===== src/rtl/img_bank_scheduler.sv =====
// img_bank_scheduler
// Ping-pong bank scheduler for the image-filter datapath. One single-port RAM is
// split into two banks: the display reads the front bank (o_bank) while the filter
// engine reads/writes the back bank. The display always wins the RAM port. One
// filter pass is started per frame, and banks swap at vsync once the pass is done.
//
// Build option: define IMG_SCHED_STATS_EN to enable the filter stall counter
// (o_stall_cnt). Without it o_stall_cnt is tied to zero.
//
// Handshake: a filter access is accepted in any cycle where flt_req and flt_gnt
// are both high. flt_gnt is combinational, so the filter must hold
// req/we/addr/wdata stable until it sees flt_gnt. Read data returns with a
// one-cycle rvalid pulse exactly MEM_LAT cycles after the accepted read; writes
// return nothing. The display side has no backpressure: disp_req is always served.
module img_bank_scheduler #(
  parameter int DATA_WIDTH = 8,
  parameter int ADDR_WIDTH = 16,
  parameter int MEM_LAT    = 1,
  parameter int OVR_W      = 8
) (
  input  logic                  clk_i,
  input  logic                  rst_n,
  input  logic                  i_vsync,
  input  logic                  disp_req,
  input  logic [ADDR_WIDTH-1:0] disp_addr,
  output logic [DATA_WIDTH-1:0] disp_rdata,
  output logic                  disp_rvalid,
  input  logic                  flt_req,
  input  logic                  flt_we,
  input  logic [ADDR_WIDTH-1:0] flt_addr,
  input  logic [DATA_WIDTH-1:0] flt_wdata,
  output logic                  flt_gnt,
  output logic [DATA_WIDTH-1:0] flt_rdata,
  output logic                  flt_rvalid,
  output logic                  flt_start,
  input  logic                  flt_done,
  output logic                  mem_en,
  output logic                  mem_we,
  output logic [ADDR_WIDTH:0]   mem_addr,
  output logic [DATA_WIDTH-1:0] mem_wdata,
  input  logic [DATA_WIDTH-1:0] mem_rdata,
  output logic                  o_bank,
  output logic [OVR_W-1:0]      o_overrun,
  output logic [15:0]           o_stall_cnt,
  output logic [1:0]            o_state
);

  typedef enum logic [1:0] {
    ST_IDLE = 2'd0,
    ST_RUN  = 2'd1,
    ST_DONE = 2'd2
  } state_e;

  state_e               state_q, state_d;
  logic                 vsync_q;
  logic                 vs_fall;
  logic                 start_d, start_q;
  logic                 toggle_d;
  logic                 ovr_inc_d;
  logic                 bank_q;
  logic [OVR_W-1:0]     overrun_q;
  logic                 disp_rd_issue, flt_rd_issue;
  logic [MEM_LAT-1:0]   pv_q;   // read in flight per pipe stage
  logic [MEM_LAT-1:0]   po_q;   // owner per pipe stage: 1 = filter, 0 = display
  logic [DATA_WIDTH-1:0] disp_hold_q, flt_hold_q;

  assign vs_fall   = vsync_q & ~i_vsync;
  assign flt_start = start_q;
  assign o_bank    = bank_q;
  assign o_overrun = overrun_q;
  assign o_state   = state_q;

  // Registered vsync copy for falling-edge detection; idles high.
  always_ff @(posedge clk_i or negedge rst_n) begin
    if (!rst_n) vsync_q <= 1'b1;
    else        vsync_q <= i_vsync;
  end

  // FSM state, start pulse, front-bank and overrun registers.
  always_ff @(posedge clk_i or negedge rst_n) begin
    if (!rst_n) begin
      state_q   <= ST_IDLE;
      start_q   <= 1'b0;
      bank_q    <= 1'b0;
      overrun_q <= '0;
    end else begin
      state_q <= state_d;
      start_q <= start_d;
      bank_q  <= bank_q ^ toggle_d;
      if (ovr_inc_d && (overrun_q != {OVR_W{1'b1}})) overrun_q <= overrun_q + 1'b1;
    end
  end

  // Next state: a pass completing in the same cycle as vsync counts as done-then-vsync.
  always_comb begin
    state_d   = state_q;
    start_d   = 1'b0;
    toggle_d  = 1'b0;
    ovr_inc_d = 1'b0;
    unique case (state_q)
      ST_IDLE: begin
        if (vs_fall) begin
          state_d = ST_RUN;
          start_d = 1'b1;
        end
      end
      ST_RUN: begin
        if (flt_done && vs_fall) begin
          toggle_d = 1'b1;
          start_d  = 1'b1;
        end else if (flt_done) begin
          state_d = ST_DONE;
        end else if (vs_fall) begin
          ovr_inc_d = 1'b1;
        end
      end
      ST_DONE: begin
        if (vs_fall) begin
          state_d  = ST_RUN;
          toggle_d = 1'b1;
          start_d  = 1'b1;
        end
      end
      default: state_d = ST_IDLE;
    endcase
  end

  // RAM port arbitration: display first, filter only while a pass is running.
  always_comb begin
    mem_en        = 1'b0;
    mem_we        = 1'b0;
    mem_addr      = '0;
    mem_wdata     = '0;
    flt_gnt       = 1'b0;
    disp_rd_issue = 1'b0;
    flt_rd_issue  = 1'b0;
    if (disp_req) begin
      mem_en        = 1'b1;
      mem_addr      = {bank_q, disp_addr};
      disp_rd_issue = 1'b1;
    end else if (flt_req && (state_q == ST_RUN)) begin
      flt_gnt      = 1'b1;
      mem_en       = 1'b1;
      mem_we       = flt_we;
      mem_addr     = {~bank_q, flt_addr};
      mem_wdata    = flt_wdata;
      flt_rd_issue = ~flt_we;
    end
  end

  // Read-return pipe: owner is tagged at issue, so a later bank swap cannot retag it.
  always_ff @(posedge clk_i or negedge rst_n) begin
    if (!rst_n) begin
      pv_q <= '0;
      po_q <= '0;
    end else begin
      pv_q[0] <= disp_rd_issue | flt_rd_issue;
      po_q[0] <= flt_rd_issue;
      for (int i = 1; i < MEM_LAT; i++) begin
        pv_q[i] <= pv_q[i-1];
        po_q[i] <= po_q[i-1];
      end
    end
  end

  assign disp_rvalid = pv_q[MEM_LAT-1] & ~po_q[MEM_LAT-1];
  assign flt_rvalid  = pv_q[MEM_LAT-1] &  po_q[MEM_LAT-1];
  assign disp_rdata  = disp_rvalid ? mem_rdata : disp_hold_q;
  assign flt_rdata   = flt_rvalid  ? mem_rdata : flt_hold_q;

  // Capture returned data per owner so each read-data output holds between returns.
  always_ff @(posedge clk_i or negedge rst_n) begin
    if (!rst_n) begin
      disp_hold_q <= '0;
      flt_hold_q  <= '0;
    end else begin
      if (disp_rvalid) disp_hold_q <= mem_rdata;
      if (flt_rvalid)  flt_hold_q  <= mem_rdata;
    end
  end

`ifdef IMG_SCHED_STATS_EN
  logic [15:0] stall_q;

  // Blocked filter cycles within the current pass; restarts with each flt_start.
  always_ff @(posedge clk_i or negedge rst_n) begin
    if (!rst_n) begin
      stall_q <= '0;
    end else if (start_d) begin
      stall_q <= '0;
    end else if ((state_q == ST_RUN) && flt_req && !flt_gnt && (stall_q != 16'hFFFF)) begin
      stall_q <= stall_q + 16'd1;
    end
  end

  assign o_stall_cnt = stall_q;
`else
  assign o_stall_cnt = 16'd0;
`endif

endmodule


===== config.mk =====
export PLATFORM = sky130hd
export DESIGN_NAME = img_bank_scheduler
export DESIGN_NICKNAME = d
export VERILOG_FILES = /design/src/rtl/img_bank_scheduler.sv
export SDC_FILE = /design/constraint.sdc
export NUM_CORES = 1
export LEC_CHECK = 0
export ABC_AREA = 1
export CAP_MARGIN = 20
export CORE_ASPECT_RATIO = 0.6
export CORE_MARGIN = 5
export CORE_UTILIZATION = 35
export DETAILED_ROUTE_END_ITERATION = 10
export PLACE_DENSITY_LB_ADDON = 0.25
export SKIP_LAST_GASP = 1
export SLEW_MARGIN = 0
export SYNTH_ARGS = -nofsm -noshare
export SYNTH_HDL_FRONTEND = slang
export SYNTH_SLANG_ARGS = --single-unit

===== constraint.sdc =====
create_clock -name clk_i -period 1.8 [get_ports clk_i]
set_input_delay 0.27 -clock clk_i [delete_from_list [all_inputs] [get_ports clk_i]]
set_output_delay 0.27 -clock clk_i [all_outputs]
set_load 0.02 [all_outputs]

==> qor.txt <==
status = finished clean
Horiz. Die Dim = 104 µm
Pwr Total = 3.32 mW
largest net degree at the start of global routing = 32
register area share after synthesis = 0.423
commonest cells after routing, fill and taps aside = 66 x clkdlybuf4s50_1, 57 x nand2_1, 36 x buf_4
Hold Vio Cnt, Final = 0
Seq cells post-synth = 31
Placed Instances = 424
Post-Syn Area = 1840 µm²
initial antenna violation count = 0
Starting Density = 0.362
Core Footprint = 5080 µm²
Post-DP Area = 3110 µm²
CTS Buf Count = 5
Hold WC Path Type = input pin to asynchronous set/reset pin
via count = 1886
clock-pin transition on the worst setup and hold timing paths = 0.07 ns
DRC viols = 0
min Tclk post-route = 1.76 ns
post-synthesis cell type count = 27
Max Root-Sink Buffers = 2
CP Max Fanout = 10
Critical Path Source = o_state[1]$_DFFE_PN0P_
GRT busiest layer = met2
worst r2r src = o_state[0]$_DFFE_PN0P_
Die ar. = 6850 µm²
Setup crit end kind = output port
DR iter-0 viols = 28
Final TNS setup = 0 ns
met3 usage = 0.0576
Startpoint Class = register
GRT overflow = 0
max-slew violation count = 0
antenna diode count = 0
CTS tree = yes
Post-DRT Antenna Nets = 0
r2r endpoint = o_state[0]$_DFFE_PN0P_
# setup viols final = 0
die height = 66.1 µm
clock latency at the later pin of the worst-skew pair = 0.28 ns
Std-Cell Rows = 20
crit path DAT = 1.49 ns
cell count after synthesis = 230
GRT Total Usage = 0.162
Setup CP Type = register to output port
Hold Buf Count CTS = 0
share of cells above drive strength 1 = 0.227
Final nets = 427
part of the cycle the worst path needs = 0.976
Ports = 129
# Max-Cap Violations = 0
P_leak = 1.60 nW
Reg2Reg Depth = 9
drt pass-1 iters = 4
CTS root buf = clkbuf_8
Avg WL per Cell = 13.3 µm
RSZ-0062 raised after global routing = true
WL final = 5750 µm
R2R Setup Slk = 0.38 ns
Setup Skew = 0.00284 ns
HPWL Detailed = 4470 µm
vias per cell = 4.37
Final Cell Area = 3120 µm²
IO Port Bufs = 112
final cell count without fillers = 432
GRT met2 Usage = 0.248
VDD IR-drop max = 0.000767 V
Area Growth Syn to Fin = 69.9%
vias in the first global route = 1807
Ys Warns = 0
Core Util, Final = 0.615
Final GP Congestion = 0.753
met1 GRT Util = 0.221
first-pass GRT wire length = 8970 µm
post-CTS setup buffer count = 0
H-tree lvl count = 2
most common cell after layout, fill and taps aside = clkdlybuf4s50_1
synthesized area per cell = 7.99 µm²
data required time at the worst endpoint = 1.53 ns
clock tree sinks = 31
Pwr Density = 1060 nW/µm²
FMAX = 569 MHz
==> routing by layer <==
layer / share of wire / vias up / routed length [µm]
met5: 0 / - / 0
met4: 0.0077 / 0 / 44
met3: 0.081 / 7 / 463
met2: 0.45 / 63 / 2610
met1: 0.46 / 844 / 2630
li1: - / 972 / -
==> flip-flops by register name, summed over array words and instances (netlist names) <==
signal	cells
o_state	2
po_q	1
vsync_q	1
flt_hold_q	8
o_overrun	8
pv_q	1
flt_start	1
disp_hold_q	8
o_bank	1
==> power by group <==
group	internal, mW	total, mW	switching (mW)
clock network	0.300	0.557	0.257
logic	0.809	1.77	0.963
registers	0.892	0.993	0.101
==> final cells by class <==
| type | instances | area, µm² |
|---|---|---|
| Sequential cell | 31 | 777 |
| Timing Repair inverter | 1 | 8.76 |
| Clock buffer | 6 | 82.6 |
| Multi-Input combinational cell | 154 | 836 |
| Inverter | 38 | 155 |
| Timing Repair Buffer | 135 | 1180 |
| Tap cell | 66 | 82.6 |
| Clock inverter | 1 | 5.00 |
| Fill cell | 491 | 1960 |
==> repair_timing <==
action                                  CTS  global route
gates resized for setup                 137            33
gates cloned                              1             0
pin swaps                                 0             1
endpoints found under the setup margin   45            37
==> through the flow <==
stage	setup slack, ns	hold slack (ns)
floorplan	0.0823	-0.0256
global placement	-0.317	0.479
detailed placement	-0.309	0.490
CTS	-0.128	0.400
global route	-0.0473	0.428
finish	0.0438	0.382
==> worst max path at each step <==
stage	to	slack [ns]
3_5_place_dp	mem_addr[3]	-0.31
4_1_cts	mem_addr[12]	-0.13
6_report	mem_addr[16]	0.04
2_1_floorplan	mem_addr[16]	0.08
5_1_grt	mem_addr[16]	-0.05
3_3_place_gp	mem_addr[12]	-0.32
==> synthesized netlist by cell type (all sizes together) <==
cell type / n / share of area
clkinv: 1 / 0.0020
nand3: 7 / 0.022
o21ai: 24 / 0.065
dfrtp: 30 / 0.41
o22ai: 1 / 0.0034
nand3b: 1 / 0.0041
a22o: 16 / 0.076
buf: 21 / 0.086
dfstp: 1 / 0.014
xnor2: 2 / 0.0095
conb: 1 / 0.0020
nand2: 61 / 0.13
inv: 37 / 0.078
clkbuf: 1 / 0.0020
ha: 6 / 0.041
nand4: 2 / 0.0068
nor2: 18 / 0.046
==> kinds of logic (layout without fill, tap and decap cells) <==
family | after synthesis | count (layout) | synth area share
and+or+nand+nor | 89 | 89 | 0.212
AOI/OAI and AO/OA | 41 | 41 | 0.145
DFF | 31 | 31 | 0.423
xor gates and xnor gates | 2 | 2 | 0.00953
buffers and inverters | 60 | 181 | 0.168
adders and majority gates | 6 | 6 | 0.0408
other | 1 | 16 | 0.00204
==> worst max-delay path, cell delays in order (launching register included) <==
cell     delay (ns)
dfrtp_1        0.39
inv_2          0.08
ha_4           0.15
nand3_4        0.13
buf_6          0.18
o21ai_1        0.12
buf_4          0.16
Note: power is estimated with default switching activity, not from simulation.
